===== src/rtl/snow_motion.sv =====
// Snowflake sprite position (snow_r, snow_c), stepped at vertical-blank start every FRAME_DIV frames.
// Registered outputs, no backpressure. run=0 freezes motion. Define SNOW_RANDOM_EN to randomise the respawn column.
module snow_motion #(
   parameter int H_ACTIVE   = 640,
   parameter int V_ACTIVE   = 480,
   parameter int SPRITE_W   = 25,
   parameter int SPRITE_H   = 17,
   parameter int FRAME_DIV  = 2,
   parameter int FALL_STEP  = 1,
   parameter int DRIFT_STEP = 1,
   parameter int SWAY_LEN   = 8,
   parameter int START_C    = 300
) (
   input  logic        clk,
   input  logic        rst_n,
   input  logic [10:0] row,
   input  logic [10:0] col,
   input  logic        run,
   output logic [10:0] snow_r,
   output logic [10:0] snow_c,
   output logic        frame_tick,
   output logic        wrap
);
   localparam int COL_MAX = H_ACTIVE - SPRITE_W;
   localparam int ROW_MAX = V_ACTIVE - SPRITE_H;
   localparam int FW      = (FRAME_DIV > 1) ? $clog2(FRAME_DIV) : 1;
   localparam int SW      = (SWAY_LEN > 1) ? $clog2(SWAY_LEN) : 1;

   typedef enum logic [1:0] {
      FALL_R = 2'd0,
      FALL_L = 2'd1,
      HOLD   = 2'd2
   } state_t;

   state_t        state;
   logic          dir;
   logic [FW-1:0] frame_cnt;
   logic [SW-1:0] sway_cnt;

   logic          vb_start;
   logic          last_frame;
   logic          go_left;
   logic          respawn;
   logic          hit_r;
   logic          hit_l;
   logic          sway_done;
   logic [11:0]   r_step;
   logic [11:0]   c_right;
   logic [10:0]   c_left;
   logic [10:0]   spawn_c;

   assign vb_start   = (row == 11'(V_ACTIVE)) && (col == 11'd0);
   assign last_frame = (frame_cnt == FW'(FRAME_DIV - 1));
   assign sway_done  = (sway_cnt == SW'(SWAY_LEN - 1));

   // HOLD has no direction of its own; resume uses the saved one.
   assign go_left    = (state == HOLD) ? dir : (state == FALL_L);

   assign r_step     = {1'b0, snow_r} + 12'(FALL_STEP);
   assign respawn    = r_step > 12'(ROW_MAX);
   assign c_right    = {1'b0, snow_c} + 12'(DRIFT_STEP);
   assign hit_r      = c_right > 12'(COL_MAX);
   assign hit_l      = snow_c < 11'(DRIFT_STEP);
   assign c_left     = snow_c - 11'(DRIFT_STEP);

`ifdef SNOW_RANDOM_EN
   logic [15:0] lfsr;
   logic [10:0] rnd;

   always_ff @(posedge clk or negedge rst_n) begin
      if (!rst_n) begin
         lfsr <= 16'hACE1;
      end else begin
         lfsr <= {lfsr[14:0], lfsr[15] ^ lfsr[13] ^ lfsr[12] ^ lfsr[10]};
      end
   end

   // Fold 0..1023 into 0..COL_MAX with a single subtraction.
   assign rnd     = {1'b0, lfsr[9:0]};
   assign spawn_c = (rnd > 11'(COL_MAX)) ? (rnd - 11'(COL_MAX + 1)) : rnd;
`else
   assign spawn_c = 11'(START_C);
`endif

   always_ff @(posedge clk or negedge rst_n) begin
      if (!rst_n) begin
         snow_r     <= '0;
         snow_c     <= 11'(START_C);
         frame_tick <= 1'b0;
         wrap       <= 1'b0;
         state      <= FALL_R;
         dir        <= 1'b0;
         frame_cnt  <= '0;
         sway_cnt   <= '0;
      end else begin
         frame_tick <= vb_start;
         wrap       <= 1'b0;
         if (vb_start) begin
            if (!run) begin
               if (state != HOLD) begin
                  state <= HOLD;
                  dir   <= (state == FALL_L);
               end
            end else if (!last_frame) begin
               frame_cnt <= frame_cnt + FW'(1);
               if (state == HOLD) begin
                  state <= dir ? FALL_L : FALL_R;
               end
            end else begin
               frame_cnt <= '0;
               if (respawn) begin
                  snow_r   <= '0;
                  snow_c   <= spawn_c;
                  wrap     <= 1'b1;
                  state    <= FALL_R;
                  sway_cnt <= '0;
               end else begin
                  snow_r <= r_step[10:0];
                  if (!go_left) begin
                     if (hit_r) begin
                        snow_c   <= 11'(COL_MAX);
                        state    <= FALL_L;
                        sway_cnt <= '0;
                     end else begin
                        snow_c <= c_right[10:0];
                        if (sway_done) begin
                           state    <= FALL_L;
                           sway_cnt <= '0;
                        end else begin
                           state    <= FALL_R;
                           sway_cnt <= sway_cnt + SW'(1);
                        end
                     end
                  end else begin
                     if (hit_l) begin
                        snow_c   <= '0;
                        state    <= FALL_R;
                        sway_cnt <= '0;
                     end else begin
                        snow_c <= c_left;
                        if (sway_done) begin
                           state    <= FALL_R;
                           sway_cnt <= '0;
                        end else begin
                           state    <= FALL_L;
                           sway_cnt <= sway_cnt + SW'(1);
                        end
                     end
                  end
               end
            end
         end
      end
   end
endmodule


===== config.mk =====
export PLATFORM = sky130hd
export DESIGN_NAME = snow_motion
export DESIGN_NICKNAME = d
export VERILOG_FILES = /design/src/rtl/snow_motion.sv
export SDC_FILE = /design/constraint.sdc
export NUM_CORES = 1
export LEC_CHECK = 0
export BUFFER_PORTS_ARGS = -buffer_cell sky130_fd_sc_hd__buf_2
export CAP_MARGIN = 20
export CORE_MARGIN = 2
export CORE_UTILIZATION = 29
export CTS_CLUSTER_SIZE = 40
export DETAILED_ROUTE_END_ITERATION = 10
export GPL_ROUTABILITY_DRIVEN = 0
export HOLD_SLACK_MARGIN = 0.06
export PLACE_DENSITY_LB_ADDON = 0.05
export REMOVE_ABC_BUFFERS = 1
export SLEW_MARGIN = 20
export SYNTH_ARGS = -nofsm -noshare
export SYNTH_HDL_FRONTEND = slang
export SYNTH_SLANG_ARGS = --single-unit

===== constraint.sdc =====
create_clock -name clk -period 2.1 [get_ports clk]
set_clock_uncertainty 0.05 [all_clocks]
set_input_delay 0.21 -clock clk [delete_from_list [all_inputs] [get_ports clk]]
set_output_delay 0.21 -clock clk [all_outputs]
set_load 0.01 [all_outputs]

==> impl_metrics.yaml <==
status:
  outcome: "finished with violations"
  failed_checks: "setup timing"
drt:
  drc_errors: 0
  drt_first_iter_violations: 108
  drtPass1Iterations: 4
  finalWirelength_um: 7930
  dr_total_vias: 2554
  routedWlPerCell_um: 15.9
  viasPerCell: 5.12
  postRouteAntennaNets: 0
floorplan:
  die-width_um: 94.2
  dieArea_um2: 8880
  ios: 49
  core_area_um2: 7810
  start_util: 0.302
  num_rows: 32
  die_h_um: 94.2
global_routing:
  grt_max_degree: 32
  antenna_found_initial: 0
  grt_pass1_vias: 2491
  grt_usage: 0.185
  grt.overflow.total: 0
  grt_pass1_wl_um: 12800
worst_hold_path:
  min-delay-start: "run"
  hp-class: "in -> reg"
sta:
  drv_slew: 0
  setup_viol: 21
  finalSetupTns_ns: -2.43
  worst_slew_pin_slew_ns: 0.788
  fmax_mhz: 436
  setup_slack_ns: -0.196
  final.period_utilization: 1.09
  max_slew_margin: 0.475
  rsz0062_at_grt: "yes"
  fin_crit_ns: 2.30
  hold_violations: 0
worst_setup_path:
  crit_path_start_kind: "flip-flop"
  r2r-start: "snow_r[0]"
  required_ns: 2.26
  crit_fanout: 4
  crit_start: "snow_r[0]"
  critPathCaptureType: "flip-flop"
  path_class: "reg -> reg"
  arrival_ns: 2.46
synth:
  synth-edff-count: 0
  synth_top_cell_by_area: "dfrtp_1"
  synth_area_um2: 2360
  ys_types: 65
  ys_ff_latch: 31
  async_flop_share: 1.00
  yosysMostFrequentCell: "nand2_1"
  synth_ff_type: "dfrtp_1"
  syn_inst: 273
  ys_top_cells_by_count: "nand2_1 (32), dfrtp_1 (27), o21ai_0 (21)"
  yosys_warnings: 0
  synth_area_leaders: "dfrtp_1 (29%), nand2_1 (5.1%), dfstp_2 (4.5%), o21ai_0 (4.5%), o31ai_1 (3.5%)"
  avgSynthCellArea_um2: 8.65
  yosysSeqAreaShare: 0.331
  synth_top_area_share: 0.286
finish:
  fin_cells: 499
  layout-drive-gt1-share: 0.526
  fill_cells: 772
  antenna_cells: 0
  fin_util: 0.479
  syn_to_final_growth_pct: 58.3
  final_nets: 427
pwr:
  total_power_uw: 1190
  p_per_area_nw_per_um2: 318
  p_leak_uw: 0.00169
  irDropWorstVdd_mv: 0.198
place:
  numPortBuffers: 48
  dp_cells: 478
  dp_hpwl_um: 5610
cts:
  cts_buffers: 5
  cts_tree: "built"
  clk_latency_ns: 0.29
  cts_max_path_buffers: 2
  cts_num_sinks: 31
  clk_pin_slew_ns: 0.07
  root_buffer: "clkbuf_8"
  cts_max_level: 2
job:
  maxCapViolCount: 0
[what timing repair did]
item,CTS,global route
endpoints found under the hold margin,27,0
setup buffers,12,3
endpoints found under the setup margin,24,24
gates resized for setup,54,38
pin swaps,24,20
hold buffers,1,0
[final cells by class]
| class | instances | area [um2] | area share |
|---|---|---|---|
| clock buffers | 8 | 100 | 0.0268 |
| well taps | 102 | 128 | 0.0341 |
| inverters | 10 | 37.5 | 0.0100 |
| repair buffers | 133 | 933 | 0.250 |
| flip-flops and latches | 31 | 783 | 0.210 |
| multi-input cells | 215 | 1760 | 0.470 |
[flip-flops by register name (all words and copies together), names as in the netlist]
| name | flops |
|---|---|
| snow_c | 11 |
| snow_r | 11 |
| sway_cnt | 3 |
| state | 2 |
| dir | 1 |
| frame_cnt | 1 |
| frame_tick | 1 |
| wrap | 1 |
[critical path, cell delays in order (launching register included)]
cell and delay [ns]:
dfrtp_1 0.42, ha_2 0.23, and3_4 0.16, o31ai_4 0.22
a31oi_2 0.07, a211o_4 0.39, a311o_1 0.34, a211o_2 0.29
o21ai_2 0.06
[per-stage QoR]
step                area [um2]  setup slack (ns)  hold WS [ns]
floorplan                 2220            -0.467        -0.136
global placement          3130            -0.378         0.289
detailed placement        3130            -0.371         0.299
CTS                       3540            -0.240         0.207
global route              3740            -0.279         0.243
finish                    3740            -0.196         0.220
[power breakdown]
part / internal [uW] / total (uW) / switching [uW]
clock network: 300 / 551 / 251
logic: 19.9 / 42.0 / 22.1
registers: 597 / 597 / 0.000969
total: 917 / 1190 / 273
[cells by family after synthesis]
family | synth area share
simple gates | 0.273
compound gates | 0.242
flops | 0.331
buf+inv | 0.0737
xor+xnor | 0.0329
fa+ha+maj | 0.0318
mux | 0.0154
[path summary, 6_finish.rpt]
path	to	slack (ns)	cells after the start
hold / removal	frame_cnt	0.22	3
max in group asynchronous	snow_c[0]	0.97	2
min in group asynchronous	snow_c[4]	0.48	2
setup / recovery	snow_c[1]	-0.20	8
setup reg to reg	snow_c[1]	-0.20	8
hold reg to reg	sway_cnt[1]	0.45	2
[layout by cell type, fill, tap and decap left out, drive strengths merged, types with 5 or more instances in the layout]
master	synthesis	routed
a21oi	15	15
buf	15	132
inv	10	10
o31ai	11	11
nand3	12	12
nor3	9	9
nand2	32	32
xnor2	7	7
a31oi	6	6
nor2b	6	6
ha	6	6
o21ai	23	23
and2	5	5
nor2	19	19
nor4	10	10
dfrtp	27	27
clkbuf	2	8
[layer usage]
metal	GRT usage	share of wire
met5	0	0
met2	0.305	0.49
met3	0.0273	0.032
met1	0.249	0.46
met4	0.0604	0.020
Power figures use the tool's default switching activity.
